**src/rtl/fpmul_pkg.sv**
```systemverilog
// Shared definitions for the FPmul front-end arbiter.
//   WIDTH_DEF   : default operand/result width (IEEE-754 single)
//   LATENCY_DEF : default FPmul pipeline depth in cycles (legal 1..16)
//   req_id_t    : requester identifier, also the round-robin pointer type
//   tag_entry_t : one tag-pipe slot {valid, tag}
package fpmul_pkg;

  localparam int unsigned WIDTH_DEF   = 32;
  localparam int unsigned LATENCY_DEF = 4;

  typedef enum logic {
    REQ0 = 1'b0,
    REQ1 = 1'b1
  } req_id_t;

  typedef struct packed {
    logic    valid;
    req_id_t tag;
  } tag_entry_t;

endpackage

```
**src/rtl/fpmul_tag_pipe.sv**
```systemverilog
// LATENCY-deep shift register of {valid, tag} entries that tracks which
// requester owns the FPmul result emerging LATENCY cycles after issue.
//   clk : rising-edge clock
//   rst : synchronous active-high reset, clears every slot
//   d   : entry pushed this cycle
//   q   : entry pushed LATENCY cycles earlier
module fpmul_tag_pipe
  import fpmul_pkg::*;
#(
  parameter int unsigned LATENCY = LATENCY_DEF
) (
  input  logic       clk,
  input  logic       rst,
  input  tag_entry_t d,
  output tag_entry_t q
);

  tag_entry_t stage [LATENCY];

  always_ff @(posedge clk) begin
    if (rst) begin
      for (int unsigned i = 0; i < LATENCY; i++) begin
        stage[i] <= '0;
      end
    end else begin
      stage[0] <= d;
      for (int unsigned i = 1; i < LATENCY; i++) begin
        stage[i] <= stage[i-1];
      end
    end
  end

  assign q = stage[LATENCY-1];

endmodule

```
**src/rtl/fpmul_arbiter.sv**
```systemverilog
// Two-requester round-robin front end for a shared, fully pipelined FPmul.
// Grants one requester per cycle, drives the FPmul operands, and returns each
// result to its owner LATENCY+1 cycles after the grant.
//   clk, rst                  : clock, synchronous active-high reset
//   reqK_valid/a/b/ready      : requester K operand handshake (K = 0, 1)
//   mul_a, mul_b, mul_z       : operands to / result from the external FPmul
//   outK_valid, outK_data     : one-cycle result pulse and held result data
//   inflight                  : operations issued but not yet delivered
module fpmul_arbiter
  import fpmul_pkg::*;
#(
  parameter int unsigned WIDTH   = WIDTH_DEF,
  parameter int unsigned LATENCY = LATENCY_DEF
) (
  input  logic             clk,
  input  logic             rst,
  input  logic             req0_valid,
  input  logic [WIDTH-1:0] req0_a,
  input  logic [WIDTH-1:0] req0_b,
  output logic             req0_ready,
  input  logic             req1_valid,
  input  logic [WIDTH-1:0] req1_a,
  input  logic [WIDTH-1:0] req1_b,
  output logic             req1_ready,
  output logic [WIDTH-1:0] mul_a,
  output logic [WIDTH-1:0] mul_b,
  input  logic [WIDTH-1:0] mul_z,
  output logic             out0_valid,
  output logic [WIDTH-1:0] out0_data,
  output logic             out1_valid,
  output logic [WIDTH-1:0] out1_data,
  output logic [4:0]       inflight
);

  req_id_t    last_grant;
  logic       gnt0, gnt1;
  logic       issued, delivered;
  tag_entry_t push, pop;

  // Requester 0 wins unless requester 1 alone is valid or requester 0 was
  // the most recent winner; all grants are suppressed while in reset.
  always_comb begin
    gnt0 = 1'b0;
    gnt1 = 1'b0;
    if (!rst) begin
      if (req0_valid && (!req1_valid || last_grant == REQ1)) begin
        gnt0 = 1'b1;
      end else if (req1_valid) begin
        gnt1 = 1'b1;
      end
    end
  end

  assign req0_ready = gnt0;
  assign req1_ready = gnt1;

  always_comb begin
    mul_a = '0;
    mul_b = '0;
    if (gnt0) begin
      mul_a = req0_a;
      mul_b = req0_b;
    end else if (gnt1) begin
      mul_a = req1_a;
      mul_b = req1_b;
    end
  end

  always_comb begin
    push       = '0;
    push.valid = gnt0 | gnt1;
    push.tag   = gnt1 ? REQ1 : REQ0;
  end

  fpmul_tag_pipe #(
    .LATENCY(LATENCY)
  ) u_tag_pipe (
    .clk(clk),
    .rst(rst),
    .d  (push),
    .q  (pop)
  );

  assign issued    = gnt0 | gnt1;
  assign delivered = out0_valid | out1_valid;

  // pop lines up with mul_z for the same operation; capture it here so the
  // result appears one cycle later with its valid pulse.
  always_ff @(posedge clk) begin
    if (rst) begin
      last_grant <= REQ1;
      out0_valid <= 1'b0;
      out1_valid <= 1'b0;
      out0_data  <= '0;
      out1_data  <= '0;
      inflight   <= '0;
    end else begin
      if (gnt0) begin
        last_grant <= REQ0;
      end else if (gnt1) begin
        last_grant <= REQ1;
      end
      out0_valid <= pop.valid && (pop.tag == REQ0);
      out1_valid <= pop.valid && (pop.tag == REQ1);
      if (pop.valid && pop.tag == REQ0) begin
        out0_data <= mul_z;
      end
      if (pop.valid && pop.tag == REQ1) begin
        out1_data <= mul_z;
      end
      if (issued && !delivered) begin
        inflight <= inflight + 5'd1;
      end else if (!issued && delivered) begin
        inflight <= inflight - 5'd1;
      end
    end
  end

endmodule

```
**config.mk**
```make
export PLATFORM = sky130hd
export DESIGN_NAME = fpmul_arbiter
export DESIGN_NICKNAME = d
export VERILOG_FILES = /design/src/rtl/fpmul_pkg.sv /design/src/rtl/fpmul_tag_pipe.sv /design/src/rtl/fpmul_arbiter.sv
export SDC_FILE = /design/constraint.sdc
export NUM_CORES = 1
export LEC_CHECK = 0
export CORE_AREA = 2 2 116 118
export CTS_BUF_LIST = sky130_fd_sc_hd__clkbuf_8
export CTS_CLUSTER_SIZE = 25
export DETAILED_ROUTE_END_ITERATION = 7
export DIE_AREA = 0 0 118 120
export PLACE_DENSITY_LB_ADDON = 0.1
export SLEW_MARGIN = 20
export SYNTH_ARGS = -nofsm -noshare
export SYNTH_HDL_FRONTEND = slang
export SYNTH_SLANG_ARGS = --single-unit
export TNS_END_PERCENT = 50
```
**constraint.sdc**
```tcl
create_clock -name clk -period 5.4 [get_ports clk]
set_input_delay 0.81 -clock clk [delete_from_list [all_inputs] [get_ports clk]]
set_output_delay 0.81 -clock clk [all_outputs]
set_load 0.01 [all_outputs]
```
==> metrics.yaml <==
cells_and_area:
  layout_commonest_cell: "clkdlybuf4s50_1"
  fillers: 1251
  drive_above_1_share_pct: 4.219
  layout_common_cells: "299 x clkdlybuf4s50_1, 130 x nand2_1, 80 x dfxtp_1, 67 x a21oi_1, 64 x a22o_1"
  syn2layout_area_growth_pct: 93.88
  n_antenna_cell: 0
  fin_nets: 875
critical_path:
  max_stage_delay_ps: 580
  worstReg2RegStart: "last_grant$_SDFFE_PP1P_"
  cp_num_buf_inv: 3
  worstSetupPathType: "input pin to output port"
  worstPathArrival_ps: 3110
  required_ps: 4590
  cp-start-kind: "input pin"
  cp_slowest_cell: "and2_2"
  r2r-end: "inflight[4]$_SDFFE_PP0P_"
  cp_common_cell: "clkdlybuf4s50_1"
  path_max_fanout: 35
  cp-end-kind: "output port"
  crit_family: "buffers and inverters"
  rr_worst_depth: 12
  critPathLaunch: "req1_valid"
  cp.depth: 6
  cp_cell_sequence: "clkdlybuf4s50_1, a21oi_2, and2_2, buf_4, a22o_1, clkdlybuf4s50_1"
  regToRegSetupSlack_ps: 2140
sta:
  finalClockSkew_ps: 6.981
  final_critical_path_setup_slack_ps: 1483
  setup_viol: 0
  hold_viol: 0
  maxSlewHeadroom_pct: 43.05
  maxSlewViolCount: 0
  period_minus_slack_ps: 3917
  fin_crit_sh_pct: 72.54
  fmax_mhz: 255.3
  tightest_slew_ps: 854.3
  setup_tns_ps: 0
  rsz0062_at_grt: "false"
placement:
  dpl_worst_slack_ps: 1320
  finalWeightedCongestion: 0.8446
  dpl.hpwl_mm: 11.00
  port_buffers: 300
detailed_routing:
  routed_wl_mm: 14.63
  viasPerCell: 4.612
  drt-pass1-iter-count: 4
  drt_iter0_drc: 209
  vias: 4091
  drc: 0
  wl_per_cell_um: 16.49
  antenna_left: 0
power:
  leakage_nw: 2.428
  peakVddDrop_mv: 0.09526
  powerDensity_nw_per_um2: 214.5
hold_path:
  min_to: "u_tag_pipe.stage[3][0]$_SDFF_PP0_"
  hold_start: "u_tag_pipe.stage[2][0]$_SDFF_PP0_"
  holdPathStages: 1
  worstHoldPathType: "register to register"
global_routing:
  grt_pass1_wl_mm: 21.88
  grt_pass1_vias: 4087
  grt_usage_pct: 19.67
  grt_overflow_total: 0
  grt_max_degree: 83
  antenna_found_initial: 0
logic_synthesis:
  avgSynthCellArea_um2: 8.240
  synth_edf_count: 0
  synth_cells: 427
  yosysWarningCount: 0
  yosysSeqAreaShare_pct: 45.52
  ys_types: 30
  ys_ff_latch: 80
  mappedNetlistArea_um2: 3518
  ys.flop_type: "dfxtp_1"
  syn-num-nets: 596
  async_flop_share_pct: 0
floorplanning:
  die_y_um: 120
  fp.dieW_um: 118
  ioPinCount: 301
  core_um2: 12980
  die_area_um2: 14160
  start_util_pct: 27.11
  num_rows: 42
clock_tree:
  cts_hold_buffers: 0
  tritoncts: "done"
  cts_resized: 0
  cts_root_buf: "clkbuf_8"
  clk_pin_slew_ps: 80
  htree_num_levels: 3
  cts-buffers-inserted: 9
  post_cts_buffers: 0
  cts_buffer_depth: 2
  cts.sinks: 80
  insertion_delay_ps: 350
run:
  cap_violations: 0
outcome:
  status: "finished, final reports clean"
-- routing by layer --
| metal | global-route usage [%] | up-vias | routed length (µm) |
|---|---|---|---|
| li1 | - | 2022 | - |
| met1 | 20.91 | 1894 | 5668 |
| met2 | 35.25 | 159 | 7389 |
| met3 | 8.365 | 16 | 1338 |
| met4 | 6.175 | 0 | 234 |
| met5 | 0 | - | 0 |
-- synthesized netlist by cell type (2+ instances only) --
cell type / instances / area, µm²
nand2_1: 130 / 488.0
nor2_1: 10 / 37.54
and2_1: 2 / 12.51
or2_1: 2 / 12.51
ha_1: 4 / 50.05
a21oi_1: 67 / 335.3
buf_2: 18 / 90.09
clkbuf_1: 16 / 60.06
a211oi_1: 2 / 15.01
a22o_1: 64 / 560.5
buf_6: 5 / 56.30
dfxtp_1: 80 / 1602
nor2b_1: 8 / 50.05
inv_1: 2 / 7.510
nand3_1: 2 / 10.01
-- power breakdown --
part	switching [mW]	internal, mW
registers	0.0106	0.604
clock network	0.217	0.274
logic	0.131	0.226
total	0.359	1.10
-- flip-flops by register name, indices dropped and copies added (netlist names) --
register	cells
out1_valid	1
inflight	5
out0_data	32
out1_data	32
last_grant	1
u_tag_pipe.stage	8
out0_valid	1
-- worst max path at each step --
stage,to,slack (ps)
global route,mul_b[27],1390
finish,mul_b[24],1480
detailed placement,inflight[4]$_SDFFE_PP0P_,1320
CTS,mul_b[24],1490
floorplan,inflight[4]$_SDFFE_PP0P_,2500
global placement,inflight[4]$_SDFFE_PP0P_,1450
-- stage by stage --
step                      instance area [µm²]  std cells  hold WS [ps]  total power [mW]  utilization [%]
after floorplan                          3518        427         413.8            0.7549                -
after global placement                   6594        871         417.2            0.9817            50.80
after detailed placement                 6594        871         425.1            0.9847            50.80
after CTS                                6822        887         444.9             1.480            52.55
after global routing                     6822        887         460.8             1.531            52.55
final                                    6822        887         440.5             1.463            52.55
-- layout make-up --
cell class / instances / area (µm²) / share of cell area [%]
repair buffers: 308 / 3058 / 44.83
multi-input cells: 304 / 1703 / 24.96
flip-flops and latches: 80 / 1602 / 23.48
well taps: 176 / 220.2 / 3.228
clock buffers: 10 / 137.6 / 2.018
clock inverters: 6 / 90.09 / 1.321
inverters: 3 / 11.26 / 0.1651
-- cells by family after synthesis --
| logic type | synth area share (%) |
|---|---|
| AND/OR/NAND/NOR | 17.75 |
| XOR/XNOR | 0.4980 |
| multiplexers | 0.6045 |
| buffers and inverters | 6.401 |
| AO/OA/AOI/OAI | 27.24 |
| flip-flops | 45.52 |
| adder cells (fa/ha/maj) | 1.992 |
(Power assumes the default switching activity.)
